===== src/rtl/wc_pkg.sv =====
// Shared constants and FSM state type for the Winograd F(5,3) tile scheduler.
package wc_pkg;

    localparam int NIN     = 7;
    localparam int NOUT    = 5;
    localparam int STRIDE  = 5;
    localparam int OVERLAP = 2;

    typedef enum logic [1:0] {
        FIRST = 2'd0,
        NEXT  = 2'd1,
        HOLD  = 2'd2
    } state_t;

endpackage


===== src/rtl/wc_out_fifo.sv =====
// Result FIFO with first-word-fall-through read and an occupancy count.
module wc_out_fifo #(
    parameter int DW    = 51,
    parameter int DEPTH = 8,
    parameter int CW    = $clog2(DEPTH + 1)
) (
    input  logic          clk,
    input  logic          rst_n,
    input  logic          push,
    input  logic [DW-1:0] push_data,
    input  logic          pop,
    output logic [DW-1:0] pop_data,
    output logic [CW-1:0] count
);

    localparam int AW = $clog2(DEPTH);

    logic [DW-1:0] mem [DEPTH];
    logic [AW-1:0] wr_ptr;
    logic [AW-1:0] rd_ptr;

    always_ff @(posedge clk) begin
        if (push) begin
            mem[wr_ptr] <= push_data;
        end
    end

    always_ff @(posedge clk or negedge rst_n) begin
        if (!rst_n) begin
            wr_ptr <= '0;
            rd_ptr <= '0;
            count  <= '0;
        end else begin
            wr_ptr <= wr_ptr + AW'(push);
            rd_ptr <= rd_ptr + AW'(pop);
            count  <= count + CW'(push) - CW'(pop);
        end
    end

    // Empty FIFO presents zero so the output bus is quiet when nothing is valid.
    assign pop_data = (count != '0) ? mem[rd_ptr] : '0;

endmodule


===== src/rtl/wc_tile_sched.sv =====
// Cuts a sample stream into overlapping 7-sample tiles, issues them to WC
// against output credit, and buffers the 5-sample results.
//   state | meaning
//   FIRST | start of row, collecting 7 fresh samples
//   NEXT  | 2 retained samples in slots 0,1, collecting 5 fresh samples
//   HOLD  | complete tile staged, waiting for credit; s_ready low
module wc_tile_sched
    import wc_pkg::*;
#(
    parameter int W         = 10,
    parameter int LAT       = 6,
    parameter int OUT_DEPTH = 8
) (
    input  logic                clk,
    input  logic                rst_n,
    input  logic                s_valid,
    output logic                s_ready,
    input  logic [W-1:0]        s_data,
    input  logic                s_last,
    output logic                m_valid,
    input  logic                m_ready,
    output logic [NOUT*W-1:0]   m_data,
    output logic                m_last,
    output logic [NIN*W-1:0]    wc_d,
    input  logic [NOUT*W-1:0]   wc_z,
    output logic                busy
);

    localparam int CW = $clog2(OUT_DEPTH + 1);
    localparam logic [CW:0] CREDIT_MAX = (CW+1)'(OUT_DEPTH);

    state_t          state;
    state_t          state_nxt;
    logic [W-1:0]    stage [NIN];
    logic [W-1:0]    tile  [NIN];
    logic [2:0]      cnt;
    logic            hold_last;
    logic            rdy_en;
    logic [LAT-1:0]  pv;
    logic [LAT-1:0]  pl;
    logic [CW-1:0]   inflight;
    logic [CW-1:0]   fifo_count;
    logic [CW:0]     credit_used;
    logic            accept;
    logic            complete;
    logic            credit_ok;
    logic            issue;
    logic            issue_last;
    logic            pop;
    logic            push;

    assign s_ready     = rdy_en && (state != HOLD);
    assign accept      = s_valid && s_ready;
    assign pop         = m_valid && m_ready;
    assign push        = pv[LAT-1];
    assign credit_used = {1'b0, inflight} + {1'b0, fifo_count} - {{CW{1'b0}}, pop};
    assign credit_ok   = credit_used < CREDIT_MAX;
    assign complete    = (state == HOLD) || (accept && ((cnt == 3'd6) || s_last));
    assign issue_last  = (state == HOLD) ? hold_last : s_last;
    assign issue       = complete && credit_ok;

    // Candidate tile: staged samples, the incoming sample, zero padding above it.
    always_comb begin
        for (int i = 0; i < NIN; i++) begin
            tile[i] = '0;
            if (state == HOLD || i < int'(cnt)) begin
                tile[i] = stage[i];
            end else if (i == int'(cnt)) begin
                tile[i] = s_data;
            end
        end
    end

    always_ff @(posedge clk or negedge rst_n) begin
        if (!rst_n) begin
            state <= FIRST;
        end else begin
            state <= state_nxt;
        end
    end

    always_comb begin
        state_nxt = state;
        if (issue) begin
            state_nxt = issue_last ? FIRST : NEXT;
        end else if (complete) begin
            state_nxt = HOLD;
        end
    end

    always_ff @(posedge clk or negedge rst_n) begin
        if (!rst_n) begin
            rdy_en    <= 1'b0;
            cnt       <= '0;
            hold_last <= 1'b0;
            wc_d      <= '0;
            pv        <= '0;
            pl        <= '0;
            inflight  <= '0;
            for (int i = 0; i < NIN; i++) begin
                stage[i] <= '0;
            end
        end else begin
            rdy_en   <= 1'b1;
            pv       <= {pv[LAT-2:0], issue};
            pl       <= {pl[LAT-2:0], issue && issue_last};
            inflight <= inflight + CW'(issue) - CW'(push);
            if (issue) begin
                for (int i = 0; i < NIN; i++) begin
                    wc_d[(NIN-1-i)*W +: W] <= tile[i];
                end
                if (issue_last) begin
                    cnt <= '0;
                end else begin
                    stage[0] <= tile[STRIDE];
                    stage[1] <= tile[STRIDE+1];
                    cnt      <= 3'(OVERLAP);
                end
            end else if (accept && complete) begin
                for (int i = 0; i < NIN; i++) begin
                    stage[i] <= tile[i];
                end
                hold_last <= s_last;
            end else if (accept) begin
                stage[cnt] <= s_data;
                cnt        <= cnt + 3'd1;
            end
        end
    end

    wc_out_fifo #(
        .DW    (NOUT*W + 1),
        .DEPTH (OUT_DEPTH),
        .CW    (CW)
    ) u_fifo (
        .clk       (clk),
        .rst_n     (rst_n),
        .push      (push),
        .push_data ({pl[LAT-1], wc_z}),
        .pop       (pop),
        .pop_data  ({m_last, m_data}),
        .count     (fifo_count)
    );

    assign m_valid = (fifo_count != '0);
    assign busy    = (cnt != '0) || (state == HOLD) || (|pv) || (fifo_count != '0);

endmodule


===== config.mk =====
export PLATFORM = sky130hd
export DESIGN_NAME = wc_tile_sched
export DESIGN_NICKNAME = d
export VERILOG_FILES = /design/src/rtl/wc_pkg.sv /design/src/rtl/wc_out_fifo.sv /design/src/rtl/wc_tile_sched.sv
export SDC_FILE = /design/constraint.sdc
export NUM_CORES = 1
export LEC_CHECK = 0
export CAP_MARGIN = 5
export CORE_AREA = 2 2 216 218
export CTS_BUF_LIST = sky130_fd_sc_hd__clkbuf_4 sky130_fd_sc_hd__clkbuf_8 sky130_fd_sc_hd__clkbuf_16
export DETAILED_ROUTE_END_ITERATION = 10
export DIE_AREA = 0 0 218 220
export PLACE_DENSITY = 0.79
export SETUP_SLACK_MARGIN = 0.1
export SLEW_MARGIN = 20
export SYNTH_ARGS = -nofsm -noshare
export SYNTH_HDL_FRONTEND = slang
export SYNTH_SLANG_ARGS = --single-unit

===== constraint.sdc =====
create_clock -name clk -period 4.69 [get_ports clk]
set_input_delay 0.938 -clock clk [delete_from_list [all_inputs] [get_ports clk]]
set_output_delay 0.938 -clock clk [all_outputs]
set_load 0.005 [all_outputs]

### After elaboration in Yosys (flattened, before gate mapping)

Memories as Yosys holds them, arrays and structs flattened.
Cells that the tools add are included.

| word-level totals | value |
|---|---|
| register bits after elaboration | 173 |
| RAM bits | 408 |
| input port bits | 65 |
| output and inout bits | 124 |
| word-level logic and storage cells | 115 |
| memories | 1 |

| cells by class | value |
|---|---|
| $add $sub $neg | 9 |
| $lt $le $gt $ge | 10 |
| equal/unequal tests | 11 |
| multiplexer cells | 32 |
| bitwise operators | 2 |
| reductions and logical operators | 32 |

Memories:

| memory | depth | width | read ports | clocked after Yosys merged registers in | write ports | line | RTL |
|---|---|---|---|---|---|---|---|
| u_fifo.mem | 8 | 51 | 1 | 0 | 1 | wc_out_fifo.sv:18 | `logic [DW-1:0] mem [DEPTH];` |

Operators with widths:

| cell | number |
|---|---|
| $mux 10 | 15 |
| $mux 70 | 2 |
| $bwmux 70 | 1 |
| $mux 51 | 1 |
| $mux 20 | 2 |
| $demux 10 s3 | 1 |
| $eq 3x3->1 const A | 4 |
| $logic_or 1x1->1 | 12 |
| $lt 3x3->1 const A | 3 |
| $mux 3 | 3 |
| $add 4x1->4 | 2 |
| $logic_and 1x1->1 | 8 |
| $reduce_and 2->1 | 4 |
| $sub 4x1->4 | 2 |
| $add 3x1->3 | 2 |
| $eq 2x3->1 const A | 2 |
| $lt 1x3->1 const A | 2 |
| $lt 2x3->1 const A | 2 |
| $mux 2 | 3 |
| $ne 2x2->1 const B | 3 |
| $reduce_bool 2->1 | 3 |
| $reduce_bool 3->1 | 2 |
| $reduce_or 6->1 | 1 |
| $add 4x4->5 | 1 |
| other kinds (12) | 15 |

### Depth between registers and ports, before layout

Gate-level depths: netlist of the first run.

| logic depth | value |
|---|---|
| depth in word-level cells | 9 |
| gate-level depth with buffers | 18 |
| mapped depth without buffers | 15 |

### Hierarchy

Synthesis of the first run repeated with hierarchy kept, for this count alone.

| unflattened totals | value |
|---|---|
| cells, all modules | 1396 |
| area total of the unflattened synthesis | 23257.3 um2 |

Modules (own cells, without submodules):

| module | instances | cells each | area each (um2) | sequential area each (um2) |
|---|---|---|---|---|
| wc_out_fifo | 1 | 643 | 15723.8 | 12502.0 |
| wc_tile_sched | 1 | 753 | 7533.5 | 4078.9 |

### Worst setup path after synthesis of the first run

No wires, ideal clock.

| timing | value |
|---|---|
| kind | register -> register |
| start | register u_fifo.wr_ptr[1] |
| end | memory u_fifo.mem[0][0] (enable) |
| library setup time | 0.523 ns |
| data arrival time | 4.041 ns |
| data required time | 4.167 ns |
| path slack | 0.126 ns |
| cell stages (with the launch flop) | 3 |
| buffers on the path | 0 |
| period minus slack after synthesis | 4.564 ns |
| cell sequence | dfrtp_1 nand2b_1 nor3_1 |

RTL lines:

| element | line | RTL |
|---|---|---|
| from (decl) | wc_out_fifo.sv:19 | `logic [AW-1:0] wr_ptr;` |
| from (signal assigned) | wc_out_fifo.sv:34 | `wr_ptr <= wr_ptr + AW'(push);` |
| to (decl) | wc_out_fifo.sv:18 |  |

Straight into the memory's write port.

### Final worst setup path of the first run

| timing | value |
|---|---|
| start | register u_fifo.rd_ptr[0] |
| end | output port m_data[19] |

| between the ends | value |
|---|---|
| longest elaborated chain between the ends | 2 |

RTL lines:

| element | line | RTL |
|---|---|---|
| from (decl) | wc_out_fifo.sv:20 | `logic [AW-1:0] rd_ptr;` |
| from (signal assigned) | wc_out_fifo.sv:35 | `rd_ptr <= rd_ptr + AW'(pop);` |
| $mem_v2 8x51 | - |  |
| $mux 51 | wc_out_fifo.sv:41 | `assign pop_data = (count != '0) ? mem[rd_ptr] : '0;` |
| to (decl) | wc_tile_sched.sv:22 | `output logic [NOUT*W-1:0] m_data,` |

Every way passes these cells.

==> flow_summary.json, run 1 <==
{
  "via_per_inst": 5.94,
  "die_w_um": 218,
  "via_count": 14100,
  "postSynthAreaPerCell_um2": 15.5,
  "fillers": 3210,
  "grt_pass1_vias": 14600,
  "r2r_slack_ps": 1300,
  "finalCritPeriodShare_pct": 87.4,
  "maxCapViolations": 0,
  "final_util_pct": 62.2,
  "setup_violations": 0,
  "first_pass_iters": 6,
  "fin_setup_tns_ps": 0,
  "place_congestion": 0.936,
  "syn_area_um2": 24000,
  "hpwl_mm": 33.0,
  "reg2reg_from": "cnt[0]",
  "synth-edff-count": 408,
  "ant_nets": 0,
  "antenna_found_initial": 2,
  "period_minus_slack_ps": 4100,
  "drt_wl_total_mm": 55.3,
  "synthArstFlopShare_pct": 29.8,
  "cp_data_required_time_ps": 3750,
  "drtIter0Drc": 1257,
  "final_common_cell": "edfxtp_1",
  "postCtsResizedCells": 0,
  "startpoint": "u_fifo.rd_ptr[0]",
  "placed_cell_area_um2": 26600,
  "slew_headroom_pct": 32.5,
  "grtUsageTotal_pct": 23.5,
  "cts_tree": "done",
  "ios": 189,
  "p_total_uw": 18500,
  "ctsHoldBuffers": 0,
  "wire_per_inst_um": 23.2,
  "rsz0062_at_grt": "false",
  "synth_nets": 1638,
  "reg2reg_depth": 10,
  "dieArea_um2": 48000,
  "htreeDepth": 2,
  "final_cell_mix": "edfxtp_1, clkdlybuf4s50_1, dfrtp_1, nand2_1, nor2_1",
  "post-route-drc-count": 0,
  "report.final.slew_viol_count": 0,
  "hold_viol_final": 0,
  "syn_inst": 1549,
  "start_util_pct": 52.2,
  "clock-root-buffer": "clkbuf_16",
  "end_kind": "output pin",
  "io_buffers": 188,
  "multi_input_area_um2": 6830,
  "worst_pin_slew_ps": 1010,
  "path_cells": "buf_4, mux4_2, mux2i_1, nor2_1, clkdlybuf4s50_1",
  "core_um2": 45900,
  "clk_path_buf_depth": 3,
  "rows": 79,
  "power_density_nw_per_um2": 650,
  "worstSetupStartpointType": "flip-flop",
  "overflow": 0,
  "regArea_um2": 16600,
  "grt_pass1_wl_mm": 85.4,
  "fin_skew_ps": 48.0,
  "status": "complete, no violations",
  "grt_max_degree": 111,
  "crit_slowest_cell": "dfrtp_4",
  "fp.dieH_um": 220,
  "cts.clk_slew.worst_paths_ps": 60,
  "syn_to_final_growth_pct": 19.1,
  "cts_setup_buffers": 0,
  "critPathMaxStageDelay_ps": 650,
  "endpoint": "m_data[19]",
  "fmaxAchievable_mhz": 244,
  "critPathMaxFanout": 24,
  "arrival_ps": 3160,
  "synth-seq-cells": 581,
  "synthFlopType": "edfxtp_1",
  "drive_gt1_share_pct": 15.3,
  "synth.distinct_cells": 62,
  "p_leak_uw": 0.0105,
  "numCtsBuffers": 56,
  "final_area_um2": 28500,
  "yosys_warnings": 0,
  "crit_type": "reg -> out",
  "min_path_type": "reg -> reg",
  "peakVddDrop_mv": 0.340,
  "cts_num_sinks": 581,
  "insertion_delay_ps": 620,
  "timing.rr.end": "wc_d[31]",
  "synth_seq_area_share_pct": 69.2,
  "fin_nets": 1818
}
## flip-flops by register name (all words and copies together) (netlist names)
name           cells
cnt                3
stage             70
inflight           4
rdy_en             1
u_fifo.mem       408
u_fifo.count       4
pv                 6
state              2
pl                 6
u_fifo.wr_ptr      3
hold_last          1
wc_d              70
u_fifo.rd_ptr      3
## cell usage after synthesis (3+ instances only)
cell type	count	area [µm²]
a211o_1	3	26.3
a21o_1	4	30.0
a21oi_1	35	175
a22o_1	51	447
a31oi_1	50	313
and2_1	7	43.8
buf_1	14	52.6
buf_2	28	140
buf_4	3	22.5
clkbuf_1	58	218
dfrtp_1	173	4330
edfxtp_1	408	12300
ha_1	22	275
inv_1	47	176
mux2_1	4	45.0
mux2_2	10	113
mux2i_1	80	801
mux4_2	102	2300
nand2_1	136	510
nand2b_1	6	37.5
nand3_1	46	230
nand4_1	13	81.3
nor2_1	122	458
nor2b_1	9	56.3
nor3_1	17	85.1
o21ai_0	44	220
o221ai_1	10	87.6
xnor2_1	5	43.8
xor2_1	5	43.8
## where the power goes
group	internal, µW	total (µW)	switching [µW]
clock network	2790	4710	1920
logic	3330	6880	3550
registers	6310	6950	645
total	12400	18500	6120
## through the flow
step                      std cells  setup slack (ps)  hold slack [ps]
after floorplan                1549               126              331
after global placement         2277               605              334
after detailed placement       2277               552              339
after CTS                      2379               493              311
after global routing           2381               417              318
final                          2382               590              311
## cells by family (layout without fill, tap and decap cells)
kind of cell	Yosys count	in the layout	share of synthesized area [%]
compound gates	216	216	6.20
xor+xnor	10	10	0.365
fa+ha+maj	24	24	1.32
buf+inv	152	376	2.61
flops	581	581	69.2
mux	196	196	13.6
other cells	1	3	0.0156
simple gates	369	369	6.71
## critical path: cells and delay by family, from the launching register on
family / cells / cell delay [ps]
DFF: 1 / 650
buffers and inverters: 2 / 980
and+or+nand+nor: 1 / 100
muxes: 2 / 820
## how the worst min path moves through the flow
stage,startpoint,to,slack [ps],cells past startpoint
3_3_place_gp,pl[1],pl[2],330,0
6_report,pl[2],pl[3],310,0
3_5_place_dp,pl[1],pl[2],340,0
2_1_floorplan,pl[0],pl[1],330,0
4_1_cts,pl[2],pl[3],310,0
5_1_grt,pl[2],pl[3],320,0
## per-layer routing
layer,vias up,part of all wire [%],track usage [%]
met5,-,0,0
met4,0,2.7,6.80
met3,111,7.7,4.20
met2,617,50,39.4
met1,7189,39,31.6
li1,6230,-,-
## cell type report
| type | count | share of cell area (%) |
|---|---|---|
| clock inverters | 35 | 1.57 |
| multi-input cells | 816 | 23.9 |
| inverters | 48 | 0.631 |
| clock buffers | 67 | 5.26 |
| well taps | 607 | 2.66 |
| repair buffers | 226 | 7.80 |
| flip-flops and latches | 581 | 58.1 |
| diodes | 2 | 0.0175 |
Power figures use the tool's default switching activity.
==> run 2: changes to the inputs <==
- CORE_AREA: 2 2 216 218 -> 3 3 217 219
- DIE_AREA: 0 0 218 220 -> 0 0 220 222
- TNS_END_PERCENT: default -> 20
==> run 2 against run 1 <==
  * Clock-buffer cell count is 6 higher
  * Register-to-register slack worse by 60 ps
  * Flip-flop and latch count stayed put
  * Worst hold slack better by 41 ps
  * Critical endpoint is now m_data[26]
  * Non-clock buffer count is 4 higher
  * Worst setup slack worse by 110 ps
  * Via count is 1.9% higher
  * Cell count is 0.29% lower
  * First-iteration DRC count is 13% higher
  * Sequential share of layout area is 0.27 points higher
  * Highest routed layer is now met5
  * Fmax is 2.6% lower
==> flow_summary.json, run 2 (synthesized netlist as in run 1, its figures left out) <==
{
  "timing.rr.end": "wc_d[53]",
  "syn_to_final_growth_pct": 18.6,
  "reg.largest.list": "u_fifo.mem (408), stage (70), wc_d (70)",
  "rsz0062_at_grt": "false",
  "start_util_pct": 52.9,
  "worst_pin_slew_ps": 980,
  "fin_nets": 1821,
  "overflow": 0,
  "p_leak_uw": 0.0104,
  "slew_headroom_pct": 34.2,
  "arrival_ps": 3270,
  "core_um2": 45300,
  "final_common_cell": "edfxtp_1",
  "postCtsResizedCells": 0,
  "fillers": 3204,
  "multi_input_area_um2": 6830,
  "clkPwrFrac_pct": 23.6,
  "largest_reg_flops": 408,
  "finalCritPeriodShare_pct": 89.8,
  "grt_max_degree": 118,
  "fp.dieH_um": 222,
  "setup_violations": 0,
  "hold_viol_final": 0,
  "final_cell_mix": "edfxtp_1, clkdlybuf4s50_1, dfrtp_1, nand2_1, nor2_1",
  "switching_share_pct": 33.7,
  "fin_setup_tns_ps": 0,
  "min_to": "pl[4]",
  "maxCapViolations": 0,
  "reg2reg_from": "cnt[0]",
  "peakVddDrop_mv": 0.445,
  "critPathMaxFanout": 26,
  "hold_path_depth": 0,
  "power.switching_uw": 6150,
  "cts_tree": "done",
  "insertion_delay_ps": 630,
  "holdWs_ps": 352,
  "ctsHoldBuffers": 0,
  "power.combinational.fraction_pct": 38.1,
  "regMostFlops": "u_fifo.mem",
  "crit_type": "reg -> out",
  "end_kind": "output pin",
  "via_per_inst": 6.07,
  "report.final.slew_viol_count": 0,
  "antenna_found_initial": 5,
  "io_buffers": 188,
  "regArea_um2": 16600,
  "r2r_slack_ps": 1240,
  "cts_setup_buffers": 0,
  "numCtsBuffers": 55,
  "dieArea_um2": 48800,
  "wire_per_inst_um": 24.0,
  "hpwl_mm": 34.8,
  "period_minus_slack_ps": 4210,
  "grt_pass1_wl_mm": 87.5,
  "htreeDepth": 2,
  "internal-power_uw": 12100,
  "via_count": 14400,
  "rows": 78,
  "place_congestion": 0.913,
  "drive_gt1_share_pct": 15.2,
  "hp-start": "pl[3]",
  "status": "complete, no violations",
  "reg2reg_depth": 10,
  "ios": 189,
  "grt_pass1_vias": 14900,
  "min_path_type": "reg -> reg",
  "power_density_nw_per_um2": 642,
  "drtIter0Drc": 1415,
  "first_pass_iters": 5,
  "fmaxAchievable_mhz": 238,
  "fin_skew_ps": 33.1,
  "drt_wl_total_mm": 56.9,
  "cts.clk_slew.worst_paths_ps": 60,
  "clock-root-buffer": "clkbuf_16",
  "clk_path_buf_depth": 3,
  "cts_num_sinks": 581,
  "seqPwrFrac_pct": 38.3,
  "ant_nets": 0,
  "cp_data_required_time_ps": 3750,
  "worstSetupStartpointType": "flip-flop",
  "post-route-drc-count": 0,
  "grtUsageTotal_pct": 23.4,
  "die_w_um": 220
}
-- run 2: worst max path at each step --
stage / start / to / slack, ps / depth (start not counted)
floorplan: u_fifo.wr_ptr[1] / u_fifo.mem[0][0] / 130 / 2
global placement: m_ready / state[0] / 560 / 13
detailed placement: m_ready / wc_d[52] / 440 / 14
CTS: u_fifo.rd_ptr[0] / m_data[26] / 390 / 5
global route: u_fifo.rd_ptr[0] / m_data[26] / 290 / 5
finish: u_fifo.rd_ptr[0] / m_data[26] / 480 / 5
-- run 2: final cells by class --
type	instances	share of cell area, %
Antenna cell	2	0.0176
Clock buffer	73	5.41
Clock inverter	25	0.819
Inverter	48	0.634
Multi-Input combinational cell	816	24.0
Sequential cell	581	58.4
Tap cell	600	2.64
Timing Repair Buffer	230	8.04
-- run 2: critical path, stage by stage, from the launching register on --
cell and delay, ps:
dfrtp_4 840, buf_4 430, mux4_2 550, mux2i_1 270, nor2_1 70, clkdlybuf4s50_1 480
-- run 2: metrics by stage --
step | instance area, µm² | worst slack (ps) | total power, µW | util [%] | instances
6_report | 28400 | 480 | 18200 | 62.7 | 2375
2_1_floorplan | 24000 | 126 | 11200 | - | 1549
3_3_place_gp | 26600 | 559 | 13800 | 58.8 | 2274
3_5_place_dp | 26600 | 440 | 14000 | 58.8 | 2274
4_1_cts | 28400 | 386 | 18400 | 62.7 | 2372
5_1_grt | 28400 | 290 | 19200 | 62.7 | 2374
-- run 2: power by group through the flow --
stage | Combinational, µW | Clock (µW) | Sequential [µW]
2_1_floorplan | 4450 | 0 | 6720
3_3_place_gp | 6710 | 0 | 7040
3_5_place_dp | 6950 | 0 | 7070
4_1_cts | 6990 | 4380 | 6980
5_1_grt | 7570 | 4560 | 7070
6_report | 6950 | 4300 | 6990
-- run 2: layer usage --
metal / global-route usage (%) / vias up / routed length [µm]
met2: 39.8 / 662 / 29100
li1: - / 6242 / -
met3: 5.26 / 116 / 4640
met1: 30.4 / 7384 / 21700
met5: 0 / - / 33
met4: 6.52 / 6 / 1460
